File: src/rtl/fp_pkg.sv
// fp_pkg: shared FSM/special-case encodings, format constants and operand classifiers
package fp_pkg;

    typedef enum logic [2:0] {IDLE, LOAD, ITER, NORM, ROUND} state_t;
    typedef enum logic [1:0] {SP_NONE, SP_NAN, SP_INF, SP_ZERO} spec_t;

    function automatic int bias(input int ew);
        return (1 << (ew - 1)) - 1;
    endfunction

    // Canonical quiet NaN: positive, all-ones exponent, fraction MSB set
    function automatic logic [127:0] qnan(input int ew, input int mw);
        return (((128'd1 << ew) - 128'd1) << mw) | (128'd1 << (mw - 1));
    endfunction

    // Denormals (exp=0) count as zero
    function automatic logic is_zero(input logic [31:0] e);
        return e == 32'd0;
    endfunction

    function automatic logic is_inf(input logic [31:0] e, input logic [127:0] f, input int ew);
        return e == ((32'd1 << ew) - 32'd1) && f == '0;
    endfunction

    function automatic logic is_nan(input logic [31:0] e, input logic [127:0] f, input int ew);
        return e == ((32'd1 << ew) - 32'd1) && f != '0;
    endfunction

endpackage

File: src/rtl/man_div_iter.sv
// man_div_iter: restoring mantissa divider producing one quotient bit per step
module man_div_iter #(
    parameter int N  = 24,
    parameter int QW = 26
) (
    input  logic          clk,
    input  logic          rst,
    input  logic          load,
    input  logic          step,
    input  logic [N-1:0]  a,
    input  logic [N-1:0]  b,
    output logic [QW-1:0] q,
    output logic          sticky
);
    logic [N:0]   rem;
    logic [N-1:0] d;
    logic [N:0]   diff;
    logic         ge;

    assign diff   = rem - {1'b0, d};
    assign ge     = rem >= {1'b0, d};
    assign sticky = |rem;

    // Partial remainder stays below the divisor, so its top bit is always clear before the shift
    always_ff @(posedge clk) begin
        if (rst) begin
            rem <= '0;
            d   <= '0;
            q   <= '0;
        end else if (load) begin
            rem <= {1'b0, a};
            d   <= b;
            q   <= '0;
        end else if (step) begin
            rem <= {ge ? diff[N-1:0] : rem[N-1:0], 1'b0};
            q   <= {q[QW-2:0], ge};
        end
    end

endmodule

File: src/rtl/fp_div_seq.sv
// fp_div_seq: sequential IEEE-754 divider, fixed MAN_W+6 cycle latency, RNE, flush-to-zero
module fp_div_seq import fp_pkg::*; #(
    parameter int EXP_W = 8,
    parameter int MAN_W = 23
) (
    input  logic                     clk,
    input  logic                     rst,
    input  logic                     start,
    input  logic [EXP_W+MAN_W:0]     dnd,
    input  logic [EXP_W+MAN_W:0]     der,
    output logic                     busy,
    output logic                     done,
    output logic [EXP_W+MAN_W:0]     quo,
    output logic                     ovf,
    output logic                     unf,
    output logic                     dz,
    output logic                     inv
);
    localparam int W  = 1 + EXP_W + MAN_W;
    localparam int QW = MAN_W + 3;
    localparam int XW = EXP_W + 2;
    localparam int CW = $clog2(QW + 1);
    localparam logic [W-1:0]          QNAN   = W'(qnan(EXP_W, MAN_W));
    localparam logic signed [XW-1:0]  BIAS_X = XW'(bias(EXP_W));
    localparam logic signed [XW-1:0]  EMAX_X = XW'((1 << EXP_W) - 1);

    state_t                  state;
    spec_t                   sp, sp_n;
    logic [W-1:0]            a_r, b_r;
    logic                    sgn, sp_dz, dz_n, nan_n;
    logic signed [XW-1:0]    e, e_n, e_r;
    logic [QW-1:0]           mq, q;
    logic [CW-1:0]           cnt;
    logic                    stk, za, zb, ia, ib, na, nb, rup, ovf_c, unf_c;
    logic [EXP_W-1:0]        ea, eb;
    logic [MAN_W-1:0]        fa, fb;
    logic [MAN_W+1:0]        mant;
    logic [W-1:0]            res;

    assign ea = a_r[W-2:MAN_W];
    assign eb = b_r[W-2:MAN_W];
    assign fa = a_r[MAN_W-1:0];
    assign fb = b_r[MAN_W-1:0];
    assign za = is_zero(32'(ea));
    assign zb = is_zero(32'(eb));
    assign ia = is_inf(32'(ea), 128'(fa), EXP_W);
    assign ib = is_inf(32'(eb), 128'(fb), EXP_W);
    assign na = is_nan(32'(ea), 128'(fa), EXP_W);
    assign nb = is_nan(32'(eb), 128'(fb), EXP_W);

    // Special-case priority: invalid, divide-by-zero / inf numerator, zero result
    assign nan_n = na | nb | (za & zb) | (ia & ib);
    assign sp_n  = nan_n ? SP_NAN : (ia | zb) ? SP_INF : (za | ib) ? SP_ZERO : SP_NONE;
    assign dz_n  = !nan_n & zb & !ia;
    assign e_n   = $signed({2'b00, ea}) - $signed({2'b00, eb}) + BIAS_X;

    man_div_iter #(.N(MAN_W + 1), .QW(QW)) u_div (
        .clk    (clk),
        .rst    (rst),
        .load   (state == LOAD),
        .step   (state == ITER),
        .a      ({1'b1, fa}),
        .b      ({1'b1, fb}),
        .q      (q),
        .sticky (stk)
    );

    // mq holds {1, frac, guard, round}; sticky comes straight from the divider remainder
    always_comb begin
        rup   = mq[1] & (mq[0] | stk | mq[2]);
        mant  = {2'b01, mq[QW-2:2]} + {{(MAN_W+1){1'b0}}, rup};
        e_r   = e + $signed({{(XW-1){1'b0}}, mant[MAN_W+1]});
        ovf_c = !e_r[XW-1] && e_r >= EMAX_X;
        unf_c = e_r[XW-1] || e_r == '0;
        res   = sp == SP_NAN ? QNAN :
                (sp == SP_INF || (sp == SP_NONE && ovf_c)) ? {sgn, {EXP_W{1'b1}}, {MAN_W{1'b0}}} :
                (sp == SP_ZERO || unf_c) ? {sgn, {(W-1){1'b0}}} :
                {sgn, e_r[EXP_W-1:0], mant[MAN_W-1:0]};
    end

    always_ff @(posedge clk) begin
        if (rst) begin
            state <= IDLE;
            busy  <= 1'b0;
            done  <= 1'b0;
            quo   <= '0;
            ovf   <= 1'b0;
            unf   <= 1'b0;
            dz    <= 1'b0;
            inv   <= 1'b0;
            a_r   <= '0;
            b_r   <= '0;
            sgn   <= 1'b0;
            e     <= '0;
            sp    <= SP_NONE;
            sp_dz <= 1'b0;
            mq    <= '0;
            cnt   <= '0;
        end else begin
            done <= 1'b0;
            case (state)
                IDLE: if (start) begin
                    a_r   <= dnd;
                    b_r   <= der;
                    busy  <= 1'b1;
                    ovf   <= 1'b0;
                    unf   <= 1'b0;
                    dz    <= 1'b0;
                    inv   <= 1'b0;
                    state <= LOAD;
                end
                LOAD: begin
                    sgn   <= a_r[W-1] ^ b_r[W-1];
                    e     <= e_n;
                    sp    <= sp_n;
                    sp_dz <= dz_n;
                    cnt   <= '0;
                    state <= ITER;
                end
                ITER: begin
                    cnt   <= cnt + 1'b1;
                    state <= cnt == CW'(QW - 1) ? NORM : ITER;
                end
                NORM: begin
                    mq    <= q[QW-1] ? q : {q[QW-2:0], 1'b0};
                    e     <= q[QW-1] ? e : e - XW'(1);
                    state <= ROUND;
                end
                ROUND: begin
                    quo   <= res;
                    inv   <= sp == SP_NAN;
                    dz    <= sp == SP_INF && sp_dz;
                    ovf   <= sp == SP_NONE && ovf_c;
                    unf   <= sp == SP_NONE && unf_c;
                    busy  <= 1'b0;
                    done  <= 1'b1;
                    state <= IDLE;
                end
                default: state <= IDLE;
            endcase
        end
    end

endmodule

File: config.mk
export PLATFORM = sky130hd
export DESIGN_NAME = fp_div_seq
export DESIGN_NICKNAME = d
export VERILOG_FILES = /design/src/rtl/fp_pkg.sv /design/src/rtl/man_div_iter.sv /design/src/rtl/fp_div_seq.sv
export SDC_FILE = /design/constraint.sdc
export NUM_CORES = 1
export LEC_CHECK = 0
export CELL_PAD_IN_SITES_DETAIL_PLACEMENT = 0
export CELL_PAD_IN_SITES_GLOBAL_PLACEMENT = 1
export CORE_MARGIN = 5
export CORE_UTILIZATION = 31
export CTS_CLUSTER_SIZE = 10
export DETAILED_ROUTE_END_ITERATION = 10
export PLACE_DENSITY = 0.58
export SLEW_MARGIN = 25
export SYNTH_ARGS = -nofsm -noshare
export SYNTH_HDL_FRONTEND = slang
export SYNTH_SLANG_ARGS = --single-unit
File: constraint.sdc
create_clock -name clk -period 4.3 [get_ports clk]
set_input_delay 0.86 -clock clk [delete_from_list [all_inputs] [get_ports clk]]
set_output_delay 0.86 -clock clk [all_outputs]
set_load 0.02 [all_outputs]
==> results of run 1 <==
## critical path: cells and delay by family, from the launching register on
kind / cells / cell delay, ns
compound gates: 4 / 0.95
simple gates: 8 / 1.51
flops: 1 / 0.38
buf+inv: 1 / 0.22
fa+ha+maj: 3 / 0.71
## through the flow
stage / setup slack, ns / cell area, um2 / power (mW) / hold WS, ns / util [%]
2_1_floorplan: 0.625 / 11700 / 3.98 / 0.432 / -
3_3_place_gp: 0.235 / 13200 / 4.61 / 0.432 / 35.2
3_5_place_dp: 0.116 / 13200 / 4.61 / 0.433 / 35.2
4_1_cts: 0.0917 / 14000 / 6.87 / 0.450 / 37.4
5_1_grt: 0.00275 / 14100 / 7.20 / 0.471 / 37.5
6_report: 0.411 / 14100 / 6.77 / 0.445 / 37.5
## flip-flops by register name (all words and copies together), names as in the netlist, 2 cells and up
signal	flops
a_r	32
b_r	32
cnt	5
e	10
mq	25
quo	32
sp	2
state	3
u_div.d	24
u_div.q	26
u_div.rem	25
## cells by family (layout without fill, tap and decap cells)
kind of cell	after synthesis	count (layout)	share of synthesized area (%)
AND/OR/NAND/NOR	603	603	23.4
adder cells (fa/ha/maj)	41	41	4.51
AO/OA/AOI/OAI	403	403	21.9
flip-flops	224	224	38.3
XOR/XNOR	46	46	3.44
buffers and inverters	156	226	5.39
multiplexers	35	35	3.00
## cells in the mapped netlist (7+ instances only)
cell / number / area, um2
nand4_1: 23 / 144
a21o_1: 9 / 67.6
o21a_1: 11 / 82.6
o41ai_1: 24 / 210
a31oi_1: 15 / 93.8
dfxtp_1: 224 / 4480
o22ai_1: 11 / 68.8
and3_1: 10 / 62.6
a211oi_1: 37 / 278
nor2_1: 112 / 420
a22oi_1: 22 / 165
xnor2_1: 24 / 210
or4_1: 7 / 52.6
buf_1: 13 / 48.8
a21oi_1: 172 / 861
inv_1: 57 / 214
nand2_1: 309 / 1160
nor4_1: 22 / 138
clkbuf_1: 68 / 255
nand3_1: 30 / 150
buf_2: 14 / 70.1
nand2b_1: 9 / 56.3
o211ai_1: 10 / 75.1
xor2_1: 22 / 193
or3_1: 10 / 62.6
mux2i_1: 34 / 340
nor3_1: 28 / 140
o21ai_0: 41 / 205
ha_1: 39 / 488
## cell type report
class,instances,area [um2],area share (%)
Clock buffer,37,774,5.51
Tap cell,511,639,4.55
Inverter,57,214,1.52
Sequential cell,224,4480,31.9
Multi-Input combinational cell,1128,6650,47.3
Timing Repair Buffer,127,1230,8.74
Clock inverter,5,61.3,0.436
## layout by cell type, fill, tap and decap left out, types with 11 or more instances in the layout
master	netlist	layout
a31oi_1	15	15
nor3_1	28	25
clkdlybuf4s50_1	0	103
a22oi_1	22	22
o41ai_1	24	23
buf_4	1	22
ha_1	39	38
nand2_1	309	308
nand4_1	23	23
nor2_1	112	109
xnor2_1	24	24
o21a_1	11	11
a211oi_1	37	36
a21oi_1	172	172
nand3_1	30	30
mux2i_1	34	34
o22ai_1	11	11
nor4_1	22	22
xor2_1	22	22
dfxtp_1	224	224
clkbuf_16	0	28
inv_1	57	57
o21ai_0	41	41
## power by group through the flow
stage / clock [mW] / combinational [mW] / sequential (mW)
after floorplan: 0 / 1.68 / 2.30
after global placement: 0 / 2.25 / 2.37
after detailed placement: 0 / 2.24 / 2.37
after CTS: 2.29 / 2.25 / 2.33
after global routing: 2.36 / 2.50 / 2.34
final: 2.20 / 2.24 / 2.33
## routing by layer
layer	up-vias	GRT usage (%)	wire (um)
li1	5477	-	-
met1	4995	21.9	16400
met2	183	29.2	17100
met3	51	2.27	1340
met4	0	4.14	837
met5	-	0	0
## what timing repair did
action / 4_1_cts / 5_1_grt
hold buffers: 0 / 0
setup endpoints to repair: 0 / 30
resized for setup: 0 / 5
## how the worst max path moves through the flow
stage / to / slack (ns) / cells after the start
floorplan: quo[29] / 0.62 / 17
global placement: quo[29] / 0.23 / 15
detailed placement: quo[29] / 0.12 / 15
CTS: quo[29] / 0.09 / 15
global route: quo[13] / 0.003 / 16
finish: quo[8] / 0.41 / 16
==> results.ini, run 1 <==
[outcome]
status=complete, no violations

[timing]
period_needed_ns=3.89
rsz0062_at_grt=yes
slew_violations=0
worst_pin_slew_ns=0.899
fin_tns_setup_ns=0
slew_headroom_pct=39.8
fin_crit_sh_pct=90.4
finClkSkew_ns=0.0269
max_freq_mhz=257
finalHoldViolCount=0
finalSetupViolations=0

[cts]
cts_buffer_depth=3
cts.clk_slew.worst_paths_ns=0.06
htreeDepth=1
clk_latency_ns=0.56
numCtsBuffers=28
cts-root-buf=clkbuf_16
cts_tree=built
post_cts_buffers=0
cts_sinks=224

[place]
dp_hpwl_mm=25.6
placedCellCount=2047
io_buffers=104
routabilityCongestion=0.828

[critical_path]
cp_max_fo=22
rrSetupSlack_ns=0.41
crit_chain=and2_1, ha_1, nand2_1, nor3_2, and3_1, and4_1, ha_1, ha_2, nand3_2, o21a_1, o211ai_1, a211oi_2, nor4_2, nor2_1, buf_4, o41ai_1
criticalPathCategory=flop to flop
r2r_start=mq[2]
r2r_end=quo[8]
worst-endpoint-required_ns=4.75
crit_top_cell=ha_1
slowest_stage=dfxtp_1
end_kind=flop
critPathLaunchType=flop
slowest_delay_ns=0.38
r2r_cells=16
cp-startpoint=mq[2]
critPathArrivalTime_ns=4.34

[synth]
synth_edf_count=0
ys_types=80
ys_dominant_reg_cell=dfxtp_1
ys_seq_elements=224
syn-num-nets=1616
syn_avg_cell_area_um2=7.77
synth_warnings=0
synth_area_um2=11700
synthArstFlopShare_pct=0
syn_inst=1508
ys_seq_area_share_pct=38.3

[finish]
diodes=0
final_cells=2089
drive_above_1_share_pct=5.64
nFillCells=4056
nNetsFinal=1674
area_growth_pct=19.9

[global_route]
grt_usage_pct=16.7
grt-ovfl-total=0
grt_max_degree=128
grt_pass1_wl_mm=57.6
antenna_found_initial=0
first_global_vias=10455

[pwr]
powerDensity_nw_per_um2=482
clkPwrFrac_pct=32.5
switching_share_pct=35.4
pwr-share-comb_pct=33.1
p_switching_mw=2.40
p_int_mw=4.37
pwr-share-seq_pct=34.4
peakVddDrop_uv=309
leakagePower_nw=4.93

[floorplan]
die_h_um=204
die-area_um2=41800
die_x_um=204
rows=71
design.core.area_um2=37500
initial_core_util_pct=31.2
pin_count=105

[run]
max_cap_viol_count=0

[worst_hold_path]
min-delay-start=quo[16]
hold_class=flop to flop
hold_path_end=quo[16]
min_delay_path_depth=2

[drt]
num_vias=10706
wl_per_cell_um=17.1
routed_wl_mm=35.7
avgViaCountPerCell=5.12
dr.pass1.iters=5
drtAntennaViolNets=0
drc=0
first_iter_violations=510

Power figures use the tool's default switching activity.
==> run 2: changes to the inputs <==
SLEW_MARGIN = 20   (was 25)
==> results of run 2 <==
Final layout, timing and power as in run 1 (identical DEF).
==> run 3: changes to the inputs <==
CORE_ASPECT_RATIO = 0.7   (was unset)
==> run 3 against run 2 <==
Combinational power grew 2%; clock skew shrank 0.015 ns; worst setup slack lost 0.088 ns; clock power shrank 8%; global-route usage grew 1.2 points; clock-buffer cell count shrank 5; register-to-register slack lost 0.09 ns; first-iteration DRC count grew 64%; hold slack gained 0.0063 ns; largest cell class unchanged; largest power group unchanged; highest routed layer unchanged.
==> results.ini, run 3 (synthesis results as in run 1) <==
[critical_path]
slowest_stage=o41ai_1
slowest_delay_ns=0.41  ; +0.03 ns
criticalPathCategory=flop to flop
crit_top_cell=ha_1
worst-endpoint-required_ns=4.72  ; -0.03 ns
end_kind=flop
crit_chain=and2_1, ha_1, nand2_1, nor3_2, and3_1, and4_1, ha_1, ha_1, nand3_2, o21a_1, o211ai_1, a211oi_2, nor4_2, nor2_1, buf_4, o41ai_1
critPathLaunchType=flop
cp_max_fo=22  ; unchanged
critPathArrivalTime_ns=4.40  ; +0.06 ns

[place]
dpl_cell_area_um2=13200  ; -0.14%
routabilityCongestion=0.852  ; +2.8%
placedCellCount=2027  ; -0.98%
io_buffers=104  ; unchanged
dp_hpwl_mm=28.5  ; +11%

[timing]
finalSetupViolations=0  ; unchanged
rsz0062_at_grt=no
slew_headroom_pct=33.1  ; -6.8 points
finClkSkew_ns=0.0118  ; -0.0151 ns
fin_crit_sh_pct=92.5  ; +2.1 points
finalHoldViolCount=0  ; unchanged
fin_tns_setup_ns=0  ; unchanged
whs_ns=0.451  ; +0.00631 ns
worst_pin_slew_ns=0.996  ; +0.0969 ns
slew_violations=0  ; unchanged
max_freq_mhz=251  ; -2.2%
period_needed_ns=3.98  ; +0.0884 ns

[drt]
first_iter_violations=835  ; +64%
dr.pass1.iters=6  ; +1
drc=0  ; unchanged
routed_wl_mm=39.2  ; +9.8%
avgViaCountPerCell=5.36  ; +4.6%
wl_per_cell_um=19.0  ; +11%
drtAntennaViolNets=0  ; unchanged
num_vias=11045  ; +3.2%

[floorplan]
initial_core_util_pct=31.5  ; +0.24 points
die_h_um=173  ; -16%
pin_count=105  ; unchanged
rows=59  ; -17%
die-area_um2=41800  ; +0.15%
design.core.area_um2=37200  ; -0.75%
die_x_um=242  ; +19%

[pwr]
peakVddDrop_uv=252  ; -18%
leakagePower_nw=4.88  ; -0.94%
powerDensity_nw_per_um2=478  ; -0.84%

[cts]
cts-root-buf=clkbuf_16
clk_latency_ns=0.55  ; about the same
cts_hold_buf=0  ; unchanged
cts_sinks=224  ; unchanged
numCtsBuffers=27  ; -3.6%
cts_buffer_depth=3  ; unchanged
cts_tree=built
htreeDepth=1  ; unchanged
cts.clk_slew.worst_paths_ns=0.06  ; about the same

[finish]
fin_area_um2=13900  ; -0.97%
final_cells=2061  ; -1.3%
layout_common_cells=308 x nand2_1, 224 x dfxtp_1, 172 x a21oi_1, 109 x nor2_1, 103 x clkdlybuf4s50_1
nFillCells=3937  ; -2.9%
top_regs=a_r (32), b_r (32), quo (32)
diodes=0  ; unchanged
area_growth_pct=18.8
layout_commonest_cell=nand2_1
drive_above_1_share_pct=5.34  ; -0.30 points
nNetsFinal=1676  ; +0.12%

[run]
max_cap_viol_count=0  ; unchanged

[global_route]
grt_usage_pct=18.0  ; +1.2 points
grt_max_degree=72  ; -44%
antenna_found_initial=0  ; unchanged
grt_pass1_wl_mm=61.5  ; +6.8%
first_global_vias=10289  ; -1.6%
grt-ovfl-total=0  ; unchanged

[worst_hold_path]
hold_class=flop to flop

[outcome]
status=complete, no violations

[run 3: power by group]
part / internal [mW] / total, mW / leakage (nW) / switching [mW]
Combinational: 0.870 / 2.29 / 2.70 / 1.42
Sequential: 2.19 / 2.34 / 1.82 / 0.151
Clock: 1.15 / 2.02 / 0.359 / 0.874
Total: 4.20 / 6.65 / 4.88 / 2.45
[run 3: final timing paths]
check	from	end	slack [ns]	cells after the start
worst max-delay path	mq[2]	quo[18]	0.32	16
worst min-delay path	quo[20]	quo[20]	0.45	2
worst max register to register	mq[2]	quo[18]	0.32	16
worst min register to register	quo[20]	quo[20]	0.45	2
[run 3: area by class of cell]
cell class,instances,area (um2),area share [%]
Multi-Input combinational cell,1128,6640,47.7
Sequential cell,224,4480,32.2
Timing Repair Buffer,130,1240,8.89
Clock buffer,32,714,5.13
Tap cell,488,611,4.39
Inverter,57,214,1.54
Clock inverter,2,13.8,0.0989
[run 3: routing by layer]
metal  vias up  global-route usage (%)  routed length (um)
met2       270                    24.4               15200
met5         -                       0                   0
met1      5239                    28.5               20800
met3        58                    3.72                2300
li1       5478                       -                   -
met4         0                    4.61                 952
[run 3: critical path: cells and delay by family, from the launching register on]
family / cells / cell delay, ns
buffers and inverters: 1 / 0.22
adder cells (fa/ha/maj): 3 / 0.73
AND/OR/NAND/NOR: 8 / 1.52
flip-flops: 1 / 0.36
AO/OA/AOI/OAI: 4 / 1.02
[run 3: repair_timing]
action,4_1_cts,5_1_grt
resized for setup,0,3
setup endpoints to repair,0,26
buffers inserted,0,0
[run 3: metrics by stage]
step	setup slack [ns]	utilization [%]	total power [mW]
final	0.322	37.4	6.65
after global routing	0.0300	37.4	7.03
after CTS	0.111	37.4	6.69
after detailed placement	0.144	35.4	4.62
after global placement	0.177	35.4	4.62
after floorplan	0.625	-	3.98
